**src/rtl/msrv32_rf_pkg.sv**
```systemverilog
// Shared register-file widths and the writeback entry type used by the
// B-result queue.
package msrv32_rf_pkg;

    localparam int                   RF_ADDR_W  = 5;
    localparam int                   RF_DATA_W  = 32;
    localparam logic [RF_ADDR_W-1:0] RF_X0_ADDR = 5'd0;

    typedef struct packed {
        logic [RF_ADDR_W-1:0] addr;
        logic [RF_DATA_W-1:0] data;
    } wb_entry_t;

endpackage

```
**src/rtl/msrv32_wb_fifo.sv**
```systemverilog
// Small synchronous FIFO of writeback entries with a two-port address lookup
// over the currently valid entries (used for stage-2 hazard detection).
module msrv32_wb_fifo
    import msrv32_rf_pkg::*;
#(
    parameter int DEPTH = 4
) (
    input  logic                 clk_in,
    input  logic                 reset_in,
    input  logic                 i_push,
    input  logic [RF_ADDR_W-1:0] i_push_addr,
    input  logic [RF_DATA_W-1:0] i_push_data,
    input  logic                 i_pop,
    input  logic [RF_ADDR_W-1:0] i_lookup_1,
    input  logic [RF_ADDR_W-1:0] i_lookup_2,
    output logic [RF_ADDR_W-1:0] o_head_addr,
    output logic [RF_DATA_W-1:0] o_head_data,
    output logic                 o_full,
    output logic                 o_empty,
    output logic [4:0]           o_count,
    output logic                 o_match_1,
    output logic                 o_match_2
);
    localparam int PTR_W = $clog2(DEPTH);

    wb_entry_t        r_mem [DEPTH];
    logic [PTR_W-1:0] r_wr_ptr;
    logic [PTR_W-1:0] r_rd_ptr;
    logic [4:0]       r_count;
    logic [DEPTH-1:0] w_valid;
    logic [DEPTH-1:0] w_hit_1;
    logic [DEPTH-1:0] w_hit_2;

    always_ff @(posedge clk_in) begin
        if (!reset_in) begin
            r_wr_ptr <= '0;
            r_rd_ptr <= '0;
            r_count  <= '0;
        end else begin
            if (i_push) begin
                r_mem[r_wr_ptr] <= '{addr: i_push_addr, data: i_push_data};
                r_wr_ptr        <= r_wr_ptr + 1'b1;
            end
            if (i_pop) begin
                r_rd_ptr <= r_rd_ptr + 1'b1;
            end
            if (i_push && !i_pop) begin
                r_count <= r_count + 5'd1;
            end else if (!i_push && i_pop) begin
                r_count <= r_count - 5'd1;
            end
        end
    end

    // An entry is live when its distance from the read pointer is below count.
    for (genvar g = 0; g < DEPTH; g++) begin : g_entry
        logic [PTR_W-1:0] w_off;
        assign w_off      = PTR_W'(g) - r_rd_ptr;
        assign w_valid[g] = {{(5 - PTR_W){1'b0}}, w_off} < r_count;
        assign w_hit_1[g] = r_mem[g].addr == i_lookup_1;
        assign w_hit_2[g] = r_mem[g].addr == i_lookup_2;
    end

    assign o_match_1   = |(w_valid & w_hit_1);
    assign o_match_2   = |(w_valid & w_hit_2);
    assign o_head_addr = r_mem[r_rd_ptr].addr;
    assign o_head_data = r_mem[r_rd_ptr].data;
    assign o_full      = r_count == 5'(DEPTH);
    assign o_empty     = r_count == 5'd0;
    assign o_count     = r_count;

endmodule

```
**src/rtl/msrv32_rf_wb_arbiter.sv**
```systemverilog
// Register-file write-port arbiter: stage-3 writes have priority, queued
// long-latency results drain when stage 3 is idle or after MAX_WAIT losses.
module msrv32_rf_wb_arbiter
    import msrv32_rf_pkg::*;
#(
    parameter int FIFO_DEPTH = 4,
    parameter int MAX_WAIT   = 8
) (
    input  logic        clk_in,
    input  logic        reset_in,
    input  logic        a_wr_en_in,
    input  logic [4:0]  a_rd_addr_in,
    input  logic [31:0] a_rd_in,
    output logic        a_ready_out,
    input  logic        b_valid_in,
    input  logic [4:0]  b_rd_addr_in,
    input  logic [31:0] b_rd_in,
    output logic        b_ready_out,
    output logic        wr_en_out,
    output logic [4:0]  rd_addr_out,
    output logic [31:0] rd_out,
    input  logic [4:0]  rs_1_addr_in,
    input  logic [4:0]  rs_2_addr_in,
    output logic        hazard_1_out,
    output logic        hazard_2_out,
    output logic [4:0]  pending_count_out
);
    logic                 w_full;
    logic                 w_empty;
    logic                 w_push;
    logic                 w_pop;
    logic                 w_a_req;
    logic                 w_a_grant;
    logic                 w_match_1;
    logic                 w_match_2;
    logic [RF_ADDR_W-1:0] w_head_addr;
    logic [RF_DATA_W-1:0] w_head_data;
    logic [4:0]           w_count;
    logic [7:0]           r_wait;

    assign w_a_req     = a_wr_en_in && (a_rd_addr_in != RF_X0_ADDR);
    assign b_ready_out = reset_in && !w_full;
    // x0 results are accepted but never occupy a queue slot.
    assign w_push      = b_ready_out && b_valid_in && (b_rd_addr_in != RF_X0_ADDR);

    always_comb begin
        w_pop     = 1'b0;
        w_a_grant = 1'b1;
        if (!w_empty) begin
            if (!w_a_req) begin
                w_pop = 1'b1;
            end else if (r_wait >= 8'(MAX_WAIT)) begin
                w_pop     = 1'b1;
                w_a_grant = 1'b0;
            end
        end
        if (!reset_in) begin
            w_pop     = 1'b0;
            w_a_grant = 1'b0;
        end
    end

    assign a_ready_out = w_a_grant;

    always_comb begin
        wr_en_out   = 1'b0;
        rd_addr_out = '0;
        rd_out      = '0;
        if (w_pop) begin
            wr_en_out   = 1'b1;
            rd_addr_out = w_head_addr;
            rd_out      = w_head_data;
        end else if (w_a_grant && w_a_req) begin
            wr_en_out   = 1'b1;
            rd_addr_out = a_rd_addr_in;
            rd_out      = a_rd_in;
        end
    end

    always_ff @(posedge clk_in) begin
        if (!reset_in) begin
            r_wait <= '0;
        end else if (w_empty || w_pop) begin
            r_wait <= '0;
        end else if (w_a_req && (r_wait < 8'(MAX_WAIT))) begin
            r_wait <= r_wait + 8'd1;
        end
    end

    assign hazard_1_out = reset_in && (rs_1_addr_in != RF_X0_ADDR) &&
                          (w_match_1 || (w_push && (b_rd_addr_in == rs_1_addr_in)));
    assign hazard_2_out = reset_in && (rs_2_addr_in != RF_X0_ADDR) &&
                          (w_match_2 || (w_push && (b_rd_addr_in == rs_2_addr_in)));
    assign pending_count_out = w_count;

    msrv32_wb_fifo #(
        .DEPTH (FIFO_DEPTH)
    ) u_fifo (
        .clk_in      (clk_in),
        .reset_in    (reset_in),
        .i_push      (w_push),
        .i_push_addr (b_rd_addr_in),
        .i_push_data (b_rd_in),
        .i_pop       (w_pop),
        .i_lookup_1  (rs_1_addr_in),
        .i_lookup_2  (rs_2_addr_in),
        .o_head_addr (w_head_addr),
        .o_head_data (w_head_data),
        .o_full      (w_full),
        .o_empty     (w_empty),
        .o_count     (w_count),
        .o_match_1   (w_match_1),
        .o_match_2   (w_match_2)
    );

endmodule

```
**config.mk**
```make
export PLATFORM = sky130hd
export DESIGN_NAME = msrv32_rf_wb_arbiter
export DESIGN_NICKNAME = d
export VERILOG_FILES = /design/src/rtl/msrv32_rf_pkg.sv /design/src/rtl/msrv32_wb_fifo.sv /design/src/rtl/msrv32_rf_wb_arbiter.sv
export SDC_FILE = /design/constraint.sdc
export NUM_CORES = 1
export LEC_CHECK = 0
export ABC_CLOCK_PERIOD_IN_PS = 3280
export BUFFER_PORTS_ARGS = -buffer_cell sky130_fd_sc_hd__buf_4
export CORE_ASPECT_RATIO = 0.8
export CORE_MARGIN = 2
export CORE_UTILIZATION = 41
export CTS_BUF_LIST = sky130_fd_sc_hd__clkbuf_8
export CTS_CLUSTER_DIAMETER = 200
export DETAILED_ROUTE_END_ITERATION = 12
export PLACE_DENSITY = 0.76
export SLEW_MARGIN = 20
export SYNTH_ARGS = -nofsm -noshare
export SYNTH_HDL_FRONTEND = slang
export SYNTH_SLANG_ARGS = --single-unit
```
**constraint.sdc**
```tcl
create_clock -name clk_in -period 3.28 [get_ports clk_in]
set_input_delay 0.656 -clock clk_in [delete_from_list [all_inputs] [get_ports clk_in]]
set_output_delay 0.656 -clock clk_in [all_outputs]
set_load 0.05 [all_outputs]
```
==> impl_summary.log, run 1 <==
[metrics] run status: completed
[metrics] number of core rows: 44
[metrics] post-route ant nets: 0
[metrics] setup repair after global routing missed its margin: yes
[metrics] mean area per synthesized cell: 16.3 sq um
[metrics] TritonCTS clock tree: done
[metrics] sequential fraction of the synthesis area: 0.647
[metrics] worst clock skew: 0.00837 ns
[metrics] Startpoint Class: register
[metrics] final hold vios: 0
[metrics] crit path capture: rd_out[19]
[metrics] Most used DFF post-synth: sky130_fd_sc_hd__edfxtp_1
[metrics] mean number of vias per cell: 5.26
[metrics] routed length per instance: 19.5 um
[metrics] endpoint of the most critical register-to-register path: u_fifo.o_count[4]
[metrics] DR DRC count: 0
[metrics] flops & latches, synth: 167
[metrics] n_diodes: 0
[metrics] Worst Path Arrival: 2.53 ns
[metrics] total die area: 19300 sq um
[metrics] initial core utilization: 0.414
[metrics] minimum period implied by the final worst setup slack: 3.18 ns
[metrics] number of slew-limit violations in the final report: 0
[metrics] Die Height: 125 um
[metrics] most area-consuming cells after synthesis: sky130_fd_sc_hd__edfxtp_1, sky130_fd_sc_hd__mux4_2, sky130_fd_sc_hd__dfxtp_1
[metrics] vias post-DR: 4437
[metrics] number of placed I/O pins: 135
[metrics] clock-pin slew of the registers on the worst-case setup and hold paths: 0.09 ns
[metrics] standby leakage power: 0.00331 uW
[metrics] input/output buffers: 134
[metrics] Hold WC Path Type: in -> reg
[metrics] HPWL after detailed placement: 11.2 mm
[metrics] pin count of the biggest net entering global routing: 39
[metrics] final period utilization: 0.971
[metrics] Post-synth EDFFs: 148
[metrics] endpoint type of the worst setup path: primary output
[metrics] growth of design area from synthesis to finish: 24.3%
[metrics] depth of the worst register-to-register path: 13
[metrics] number of global-route vias before repair: 4705
[metrics] Worst Hold Path Cells: 1
[metrics] Post-synth top cells: sky130_fd_sc_hd__edfxtp_1, sky130_fd_sc_hd__mux4_2, sky130_fd_sc_hd__a22o_1, sky130_fd_sc_hd__xnor2_1, sky130_fd_sc_hd__xor2_1
[metrics] clock tree root driver cell: sky130_fd_sc_hd__clkbuf_8
[metrics] share of flip-flops with an asynchronous set or reset after synthesis: 0
[metrics] most frequent cell after synthesis: sky130_fd_sc_hd__edfxtp_1
[metrics] fraction of synthesized cell area taken by the top area cell type: 0.596
[metrics] number of CTS-inserted buffers: 17
[metrics] layout net count: 704
[metrics] die width: 155 um
[metrics] minimum setup slack in the final design: 0.0960 ns
[metrics] total congestion overflow: 0
[metrics] area of the core region: 18000 sq um
[metrics] power per cell area: 711 nW/um^2
[metrics] worst setup slack before clock tree synthesis: -0.0124 ns
[metrics] count of maximum capacitance violations: 0
[metrics] maximum root-to-sink buffer count: 2
[metrics] most area-hungry cell type in the Yosys netlist: sky130_fd_sc_hd__edfxtp_1
[metrics] Post-Syn Instances: 456
[metrics] Hold Crit Start: b_rd_in[0]
[metrics] clock sinks: 167
[metrics] internal reg-to-reg setup slack: 0.11 ns
[metrics] critical path data required time: 2.62 ns
[metrics] area of the mapped netlist: 7450 sq um
[metrics] clock insertion delay at the later pin of the skew report: 0.46 ns
[metrics] maximum VDD drop: 0.368 mV
[metrics] global placer's final weighted congestion: 0.840
[metrics] drt first pass iters: 5
[metrics] share of cells above drive strength 1: 0.402
[metrics] Iteration-0 DRC Markers: 312
[metrics] Final Routed Wirelength: 16.5 mm
[metrics] number of H-tree levels: 4
[metrics] post-synth cell types: 38
[metrics] critical setup path kind: reg -> out
[metrics] transition time at the pin with the least slew margin: 0.534 ns
[metrics] startpoint of the worst register-to-register path: u_fifo.o_count[4]
[metrics] final design utilization: 0.515
[metrics] tightest slew margin relative to the limit: 0.642
[metrics] global-route wire length before repair: 25.5 mm
[metrics] number of antenna violations at the first check in global routing: 0
[metrics] count of endpoints failing setup in the final report: 0
[metrics] CP Max Fanout: 16
[metrics] Global Route Usage Sum: 0.177
[metrics] Fmax achieved: 314 MHz
[metrics] total number of yosys warnings: 0
[metrics] startpoint of the most critical setup path: u_fifo.o_count[4]
## power breakdown
part           internal (uW)  total, uW  switching [uW]  leakage [uW]
Sequential              2440       2590             149       0.00150
Combinational           1120       2650            1530       0.00163
Clock                    599       1350             752      0.000180
Total                   4160       6590            2430       0.00331
## logic make-up after synthesis
group,after synthesis,share of synthesized area
DFF,167,0.647
muxes,39,0.114
AOI/OAI and AO/OA,65,0.0668
buffers and inverters,41,0.0262
xor gates and xnor gates,59,0.0693
other,1,0.000503
adders and majority gates,15,0.0262
and+or+nand+nor,69,0.0493
## state kept, by name, summed over array words and instances (netlist names), named ones only
name,flops
u_fifo.r_mem,148
r_wait,8
u_fifo.o_count,5
u_fifo.r_rd_ptr,2
u_fifo.r_wr_ptr,2
## worst min-delay path by stage
| stage | slack (ns) | endpoint |
|---|---|---|
| global placement | 0.44 | r_wait[0] |
| global route | 0.36 | u_fifo.r_mem[1][11] |
| CTS | 0.37 | u_fifo.r_mem[2][11] |
| detailed placement | 0.46 | r_wait[0] |
| finish | 0.39 | u_fifo.r_mem[0][0] |
| floorplan | 0.43 | r_wait[0] |
## cells in the final DEF (no fill, tap or decap), types with 3 or more instances in the layout
cell and n:
sky130_fd_sc_hd__edfxtp_1 148, sky130_fd_sc_hd__buf_4 145, sky130_fd_sc_hd__mux4_2 37, sky130_fd_sc_hd__a22o_1 32, sky130_fd_sc_hd__xnor2_1 31, sky130_fd_sc_hd__xor2_1 27
sky130_fd_sc_hd__nand2_1 17, sky130_fd_sc_hd__clkbuf_8 17, sky130_fd_sc_hd__ha_1 13, sky130_fd_sc_hd__dfxtp_1 11, sky130_fd_sc_hd__inv_1 10, sky130_fd_sc_hd__a21oi_1 10
sky130_fd_sc_hd__nor2_1 9, sky130_fd_sc_hd__and2_1 8, sky130_fd_sc_hd__dfxtp_2 7, sky130_fd_sc_hd__buf_12 7, sky130_fd_sc_hd__nor3_1 6, sky130_fd_sc_hd__nor4_1 5
sky130_fd_sc_hd__a31oi_1 5, sky130_fd_sc_hd__o21ai_0 5, sky130_fd_sc_hd__and2_2 4, sky130_fd_sc_hd__nand4_1 4, sky130_fd_sc_hd__clkinv_2 4, sky130_fd_sc_hd__conb_1 4
sky130_fd_sc_hd__or3_1 3, sky130_fd_sc_hd__nand3_1 3, sky130_fd_sc_hd__clkinv_4 3, sky130_fd_sc_hd__inv_6 3, sky130_fd_sc_hd__clkinvlp_4 3
## cell type report
class,instances,area [sq um]
timing repair buffer,152,1230
sequential,167,4840
tap,230,288
clock buffer,17,234
clock inverter,15,129
inverter,11,41.3
multi-input combinational,252,2510
fill,1499,8730
## what timing repair did
action	4_1_cts	5_1_grt
cloned	1	0
setup buffers	2	0
pin swaps	2	1
hold buffers	0	0
resized for setup	3	6
endpoints found under the setup margin	33	16
## routing by layer
metal / wire [um] / GRT usage / up-vias
met4: 262 / 0.0556 / 0
met1: 7230 / 0.231 / 2236
met3: 771 / 0.0452 / 23
met2: 8220 / 0.293 / 122
li1: - / - / 2056
met5: 0 / 0 / -
## critical path, cell delays in order, from the launching register on
cell and delay, ns:
sky130_fd_sc_hd__dfxtp_2 0.35, sky130_fd_sc_hd__or3_4 0.42, sky130_fd_sc_hd__nor3_1 0.31, sky130_fd_sc_hd__o21ai_1 0.26, sky130_fd_sc_hd__nor2_4 0.18, sky130_fd_sc_hd__buf_12 0.17
sky130_fd_sc_hd__a22o_1 0.18, sky130_fd_sc_hd__buf_4 0.20
## metrics by stage
| step | TNS, ns | power (uW) | cell area (sq um) | hold WS [ns] | instances |
|---|---|---|---|---|---|
| 6_report | 0 | 6590 | 9270 | 0.395 | 844 |
| 5_1_grt | -0.172 | 6920 | 9270 | 0.359 | 844 |
| 4_1_cts | 0 | 6640 | 9250 | 0.365 | 844 |
| 3_5_place_dp | -0.0124 | 5240 | 8820 | 0.459 | 809 |
| 3_3_place_gp | 0 | 5200 | 8820 | 0.439 | 809 |
| 2_1_floorplan | 0 | 4480 | 7490 | 0.430 | 459 |
Note: power is estimated with default switching activity, not from simulation.
==> inputs of run 2 (changes only) <==
--- a/config.mk
+++ b/config.mk
@@ -9,11 +9,11 @@
 export BUFFER_PORTS_ARGS = -buffer_cell sky130_fd_sc_hd__buf_4
 export CORE_ASPECT_RATIO = 0.8
 export CORE_MARGIN = 2
-export CORE_UTILIZATION = 41
+export CORE_UTILIZATION = 35
 export CTS_BUF_LIST = sky130_fd_sc_hd__clkbuf_8
 export CTS_CLUSTER_DIAMETER = 200
 export DETAILED_ROUTE_END_ITERATION = 12
-export PLACE_DENSITY = 0.76
+export PLACE_DENSITY = 0.68
 export SLEW_MARGIN = 20
 export SYNTH_ARGS = -nofsm -noshare
 export SYNTH_HDL_FRONTEND = slang
==> run 2 against run 1 <==
Compared with the run above: setup slack improved by 0.046 ns; largest cell class unchanged; non-clock buffer count decreased by 5; hold slack improved by 0.016 ns; the flow now finishes with violations (DRC); power increased by 2.0%; critical path type unchanged; critical path depth increased by 2.
==> impl_summary.log, run 2 (same netlist as run 1, synthesis figures left out) <==
[metrics] run status: complete, but fails checks
[metrics] failing checks: DRC
[metrics] leading cell type in the layout, fill and taps excluded: sky130_fd_sc_hd__edfxtp_1
[metrics] Final Routed Wirelength: 16.8 mm
[metrics] CP Max Fanout: 4
[metrics] final period utilization: 0.957
[metrics] die width: 167 um
[metrics] setup repair after global routing missed its margin: no
[metrics] maximum root-to-sink buffer count: 2
[metrics] count of maximum capacitance violations: 0
[metrics] stage delay of the slowest cell on the critical path: 0.36 ns
[metrics] standby leakage power: 0.00329 uW
[metrics] global placer's final weighted congestion: 0.824
[metrics] total die area: 22500 sq um
[metrics] share of cells above drive strength 1: 0.400
[metrics] tightest slew margin relative to the limit: 0.588
[metrics] Fmax achieved: 319 MHz
[metrics] Startpoint Class: register
[metrics] startpoint of the worst register-to-register path: u_fifo.o_count[4]
[metrics] fillcell total: 1903
[metrics] minimum period implied by the final worst setup slack: 3.14 ns
[metrics] Global Route Usage Sum: 0.153
[metrics] routed length per instance: 19.2 um
[metrics] number of global-route vias before repair: 4664
[metrics] global-route wire length before repair: 25.8 mm
[metrics] number of flip-flops under the largest register name: 148
[metrics] critical path data required time: 2.62 ns
[metrics] DR DRC count: 8
[metrics] most used cells in the layout excluding fill and tap cells: sky130_fd_sc_hd__edfxtp_1, sky130_fd_sc_hd__buf_4, sky130_fd_sc_hd__mux4_2
[metrics] family with the most delay on the worst path: compound AO/OA/AOI/OAI gates
[metrics] post-layout total power: 6720 uW
[metrics] n_diodes: 0
[metrics] power per cell area: 724 nW/um^2
[metrics] count of endpoints failing setup in the final report: 0
[metrics] Placed Area: 8800 sq um
[metrics] Hold Crit Start: b_rd_in[25]
[metrics] endpoint type of the worst setup path: primary output
[metrics] number of slew-limit violations in the final report: 0
[metrics] internal reg-to-reg setup slack: 0.15 ns
[metrics] Worst Path Arrival: 2.48 ns
[metrics] startpoint of the most critical setup path: u_fifo.r_rd_ptr[1]
[metrics] number of placed I/O pins: 135
[metrics] clock sinks: 167
[metrics] worst clock skew: 0.0184 ns
[metrics] number of H-tree levels: 4
[metrics] clock-pin slew of the registers on the worst-case setup and hold paths: 0.10 ns
[metrics] input/output buffers: 134
[metrics] final hold vios: 0
[metrics] pin count of the biggest net entering global routing: 39
[metrics] Die Height: 135 um
[metrics] cell chain of the critical path: xnor2_2 > inv_1 > ha_1 > a21oi_1 > nor2_1 > nor4_2 > a31oi_1 > a31oi_2 > buf_4
[metrics] Largest Register: u_fifo.r_mem
[metrics] number of core rows: 47
[metrics] initial core utilization: 0.358
[metrics] transition time at the pin with the least slew margin: 0.618 ns
[metrics] vias post-DR: 4402
[metrics] mean number of vias per cell: 5.02
[metrics] TritonCTS clock tree: done
[metrics] post-layout instance area: 9280 sq um
[metrics] master of the slowest instance on the critical path: sky130_fd_sc_hd__dfxtp_2
[metrics] drt first pass iters: 9
[metrics] growth of design area from synthesis to finish: 24.5%
[metrics] number of antenna violations at the first check in global routing: 0
[metrics] HPWL after detailed placement: 10.9 mm
[metrics] Hold WC Path Type: in -> reg
[metrics] clock tree root driver cell: sky130_fd_sc_hd__clkbuf_8
[metrics] layout net count: 699
[metrics] post-route ant nets: 0
[metrics] Iteration-0 DRC Markers: 278
[metrics] critical setup path kind: reg -> out
[metrics] maximum VDD drop: 0.468 mV
[metrics] clock insertion delay at the later pin of the skew report: 0.44 ns
[metrics] total congestion overflow: 0
[metrics] number of CTS-inserted buffers: 17
[metrics] area of the core region: 20800 sq um
[metrics] count of buffering cells on the critical path with inverters included: 2
[run 2: cell count changes in the layout (fill, tap and decap cells not counted), moves of 2 or more]
cell	before	now
sky130_fd_sc_hd__and2_4	0	4
sky130_fd_sc_hd__clkinv_4	3	1
sky130_fd_sc_hd__buf_12	7	4
sky130_fd_sc_hd__buf_4	145	143
sky130_fd_sc_hd__and2_2	4	0
sky130_fd_sc_hd__clkinv_2	4	2
[run 2: where the power goes]
group,total [uW],switching (uW),internal (uW)
registers,2600,159,2440
clock network,1440,760,679
logic,2680,1560,1120
total,6720,2480,4240
[run 2: area by class of cell]
| class | instances | area [sq um] | area share |
|---|---|---|---|
| clock buffer | 17 | 234 | 0.0252 |
| timing repair buffer | 147 | 1150 | 0.124 |
| clock inverter | 14 | 150 | 0.0162 |
| sequential | 167 | 4840 | 0.522 |
| tap | 269 | 337 | 0.0363 |
| multi-input combinational | 252 | 2520 | 0.272 |
| inverter | 11 | 41.3 | 0.00445 |
[run 2: what timing repair did]
action	CTS	global route
hold buffers	0	0
pin swaps	2	0
setup buffers	3	0
endpoints found under the setup margin	33	32
resized for setup	3	10
gates cloned	1	0
[run 2: final timing paths]
kind                                       endpoint  cells past startpoint
worst min register to register            r_wait[0]                      1
worst min-delay path            u_fifo.r_mem[2][25]                      1
worst max-delay path                   hazard_1_out                      9
worst max register to register    u_fifo.o_count[4]                     13
[run 2: stage by stage]
stage               hold WS, ns  cells   util  worst slack, ns  TNS (ns)
floorplan                 0.430    459      -           0.0200         0
global placement          0.441    842  0.423           0.0585         0
detailed placement        0.462    842  0.423          -0.0601    -0.102
CTS                       0.366    877  0.444           0.0251         0
global route              0.362    877  0.446           0.0147         0
finish                    0.410    877  0.446            0.142         0
[run 2: layer usage]
layer / track usage / vias up / part of all wire
met5: 0 / - / 0
met4: 0.0469 / 0 / 0.0069
met3: 0.0404 / 9 / 0.047
met2: 0.252 / 128 / 0.50
met1: 0.200 / 2229 / 0.45
li1: - / 2036 / -
==> inputs of run 3 (changes only) <==
--- a/config.mk
+++ b/config.mk
@@ -5,7 +5,7 @@
 export SDC_FILE = /design/constraint.sdc
 export NUM_CORES = 1
 export LEC_CHECK = 0
-export ABC_CLOCK_PERIOD_IN_PS = 3280
+export ABC_CLOCK_PERIOD_IN_PS = 3100
 export BUFFER_PORTS_ARGS = -buffer_cell sky130_fd_sc_hd__buf_4
 export CORE_ASPECT_RATIO = 0.8
 export CORE_MARGIN = 2
@@ -13,7 +13,7 @@
 export CTS_BUF_LIST = sky130_fd_sc_hd__clkbuf_8
 export CTS_CLUSTER_DIAMETER = 200
 export DETAILED_ROUTE_END_ITERATION = 12
-export PLACE_DENSITY = 0.68
+export PLACE_DENSITY = 0.66
 export SLEW_MARGIN = 20
 export SYNTH_ARGS = -nofsm -noshare
 export SYNTH_HDL_FRONTEND = slang
==> constraint.sdc (replaced) <==
create_clock -name clk_in -period 3.1 [get_ports clk_in]
set_input_delay 0.62 -clock clk_in [delete_from_list [all_inputs] [get_ports clk_in]]
set_output_delay 0.62 -clock clk_in [all_outputs]
set_load 0.05 [all_outputs]
==> run 3 against run 2 <==
Compared with the run above: the run still ends with DRC left; power grew 5.3%; final area grew 1.3%; utilization grew 0.56 points; sequential power grew 4%; clock power grew 3%; clock skew shrank 0.010 ns; first-iteration DRC count shrank 19%; routed wire length grew 0.94%; register-to-register slack is essentially flat; cell count grew 0.34%; setup slack lost 0.030 ns; critical endpoint is now rd_addr_out[3]; highest routed layer unchanged.
==> impl_summary.log, run 3 (same netlist as run 1, synthesis figures left out) <==
[metrics] critical setup path kind: reg -> out
[metrics] pin count of the biggest net entering global routing: 39
[metrics] DR DRC count: 6
[metrics] drt first pass iters: 8
[metrics] Placed Area: 8940 sq um
[metrics] maximum root-to-sink buffer count: 2
[metrics] Fmax achieved: 335 MHz
[metrics] clock insertion delay at the later pin of the skew report: 0.44 ns
[metrics] growth of design area from synthesis to finish: 26.0%
[metrics] global-route wire length before repair: 25.9 mm
[metrics] Largest Register: u_fifo.r_mem
[metrics] most used cells in the layout excluding fill and tap cells: sky130_fd_sc_hd__edfxtp_1, sky130_fd_sc_hd__buf_4, sky130_fd_sc_hd__mux4_2
[metrics] layout net count: 704
[metrics] final hold vios: 0
[metrics] number of flip-flops under the largest register name: 148
[metrics] cell chain of the critical path: or3_4 > or3_4 > o211a_4 > inv_2 > buf_4 > nand2_1 > a21oi_2 > buf_4
[metrics] tightest slew margin relative to the limit: 0.604
[metrics] number of core rows: 47
[metrics] post-route ant nets: 0
[metrics] global placer's final weighted congestion: 0.878
[metrics] clock sinks: 167
[metrics] mean number of vias per cell: 4.96
[metrics] stage delay of the slowest cell on the critical path: 0.43 ns
[metrics] standby leakage power: 0.00333 uW
[metrics] vias post-DR: 4368
[metrics] minimum period implied by the final worst setup slack: 2.99 ns
[metrics] maximum VDD drop: 0.327 mV
[metrics] master of the slowest instance on the critical path: sky130_fd_sc_hd__or3_4
[metrics] Final Routed Wirelength: 17.0 mm
[metrics] post-layout instance area: 9400 sq um
[metrics] area of the core region: 20800 sq um
[metrics] n_diodes: 0
[metrics] die width: 167 um
[metrics] number of H-tree levels: 4
[metrics] Iteration-0 DRC Markers: 224
[metrics] initial core utilization: 0.358
[metrics] failing checks: DRC
[metrics] family with the most delay on the worst path: simple AND/OR/NAND/NOR gates
[metrics] count of buffering cells on the critical path with inverters included: 3
[metrics] leading cell type in the layout, fill and taps excluded: sky130_fd_sc_hd__edfxtp_1
[metrics] count of maximum capacitance violations: 0
[metrics] number of CTS-inserted buffers: 17
[metrics] share of cells above drive strength 1: 0.412
[metrics] Worst Path Arrival: 2.37 ns
[metrics] total congestion overflow: 0
[metrics] power per cell area: 753 nW/um^2
[metrics] number of global-route vias before repair: 4556
[metrics] Die Height: 135 um
[metrics] post-layout total power: 7080 uW
[metrics] Startpoint Class: register
[metrics] Hold-fix buffers, CTS: 0
[metrics] total die area: 22500 sq um
[metrics] routed length per instance: 19.3 um
[metrics] worst clock skew: 0.00833 ns
[metrics] final period utilization: 0.964
[metrics] HPWL after detailed placement: 11.7 mm
[metrics] Global Route Usage Sum: 0.153
[metrics] number of antenna violations at the first check in global routing: 0
[metrics] input/output buffers: 134
[metrics] run status: complete, but fails checks
[metrics] endpoint type of the worst setup path: primary output
[metrics] number of slew-limit violations in the final report: 0
[metrics] clock-pin slew of the registers on the worst-case setup and hold paths: 0.08 ns
[metrics] count of endpoints failing setup in the final report: 0
[metrics] transition time at the pin with the least slew margin: 0.594 ns
[metrics] number of placed I/O pins: 135
[metrics] TritonCTS clock tree: done
[metrics] Hold WC Path Type: in -> reg
[metrics] CP Max Fanout: 6
[metrics] critical path data required time: 2.48 ns
[metrics] clock tree root driver cell: sky130_fd_sc_hd__clkbuf_8
run 3: cell count changes in the layout (fill, tap and decap cells not counted), moves of 3 or more:
cell and delta:
sky130_fd_sc_hd__clkinv_1 +3, sky130_fd_sc_hd__and2_2 +4, sky130_fd_sc_hd__buf_12 +3, sky130_fd_sc_hd__a21oi_2 +5
sky130_fd_sc_hd__clkinvlp_4 -3, sky130_fd_sc_hd__and2_4 -4, sky130_fd_sc_hd__a21oi_1 -5
run 3: worst paths after layout:
path / startpoint / endpoint / slack, ns / cells past startpoint
min reg2reg: r_wait[0] / r_wait[0] / 0.47 / 1
min: b_rd_in[19] / u_fifo.r_mem[1][19] / 0.38 / 1
max: u_fifo.o_count[4] / rd_addr_out[3] / 0.11 / 8
max reg2reg: u_fifo.o_count[4] / u_fifo.o_count[4] / 0.15 / 13
run 3: timing repair:
item,in CTS,in global routing
setup buffers,0,0
resized for setup,4,14
setup endpoints to repair,16,34
pin swaps,1,5
run 3: through the flow:
| step | cells | hold slack (ns) | TNS (ns) | utilization | worst slack [ns] |
|---|---|---|---|---|---|
| global placement | 851 | 0.441 | -0.0189 | 0.430 | -0.0189 |
| floorplan | 459 | 0.430 | 0 | - | 0.0129 |
| global route | 880 | 0.340 | -0.0123 | 0.451 | -0.0123 |
| detailed placement | 851 | 0.456 | -0.202 | 0.430 | -0.128 |
| finish | 880 | 0.375 | 0 | 0.451 | 0.112 |
| CTS | 880 | 0.334 | 0 | 0.448 | 0.00861 |
run 3: report_power, final:
| part | switching (uW) | leakage, uW | total [uW] | internal [uW] |
|---|---|---|---|---|
| Combinational | 1680 | 0.00164 | 2880 | 1200 |
| Clock | 722 | 0.000193 | 1490 | 770 |
| Sequential | 122 | 0.00150 | 2710 | 2580 |
run 3: layout make-up:
type	instances	area [sq um]
Inverter	11	41.3
Clock buffer	17	234
Sequential cell	167	4840
Fill cell	1866	11400
Timing Repair Buffer	153	1240
Multi-Input combinational cell	251	2560
Clock inverter	12	139
Tap cell	269	337
run 3: layer usage:
layer / track usage / routed length (um)
met5: 0 / 0
met4: 0.0478 / 257
met3: 0.0390 / 864
met2: 0.247 / 8180
met1: 0.206 / 7700
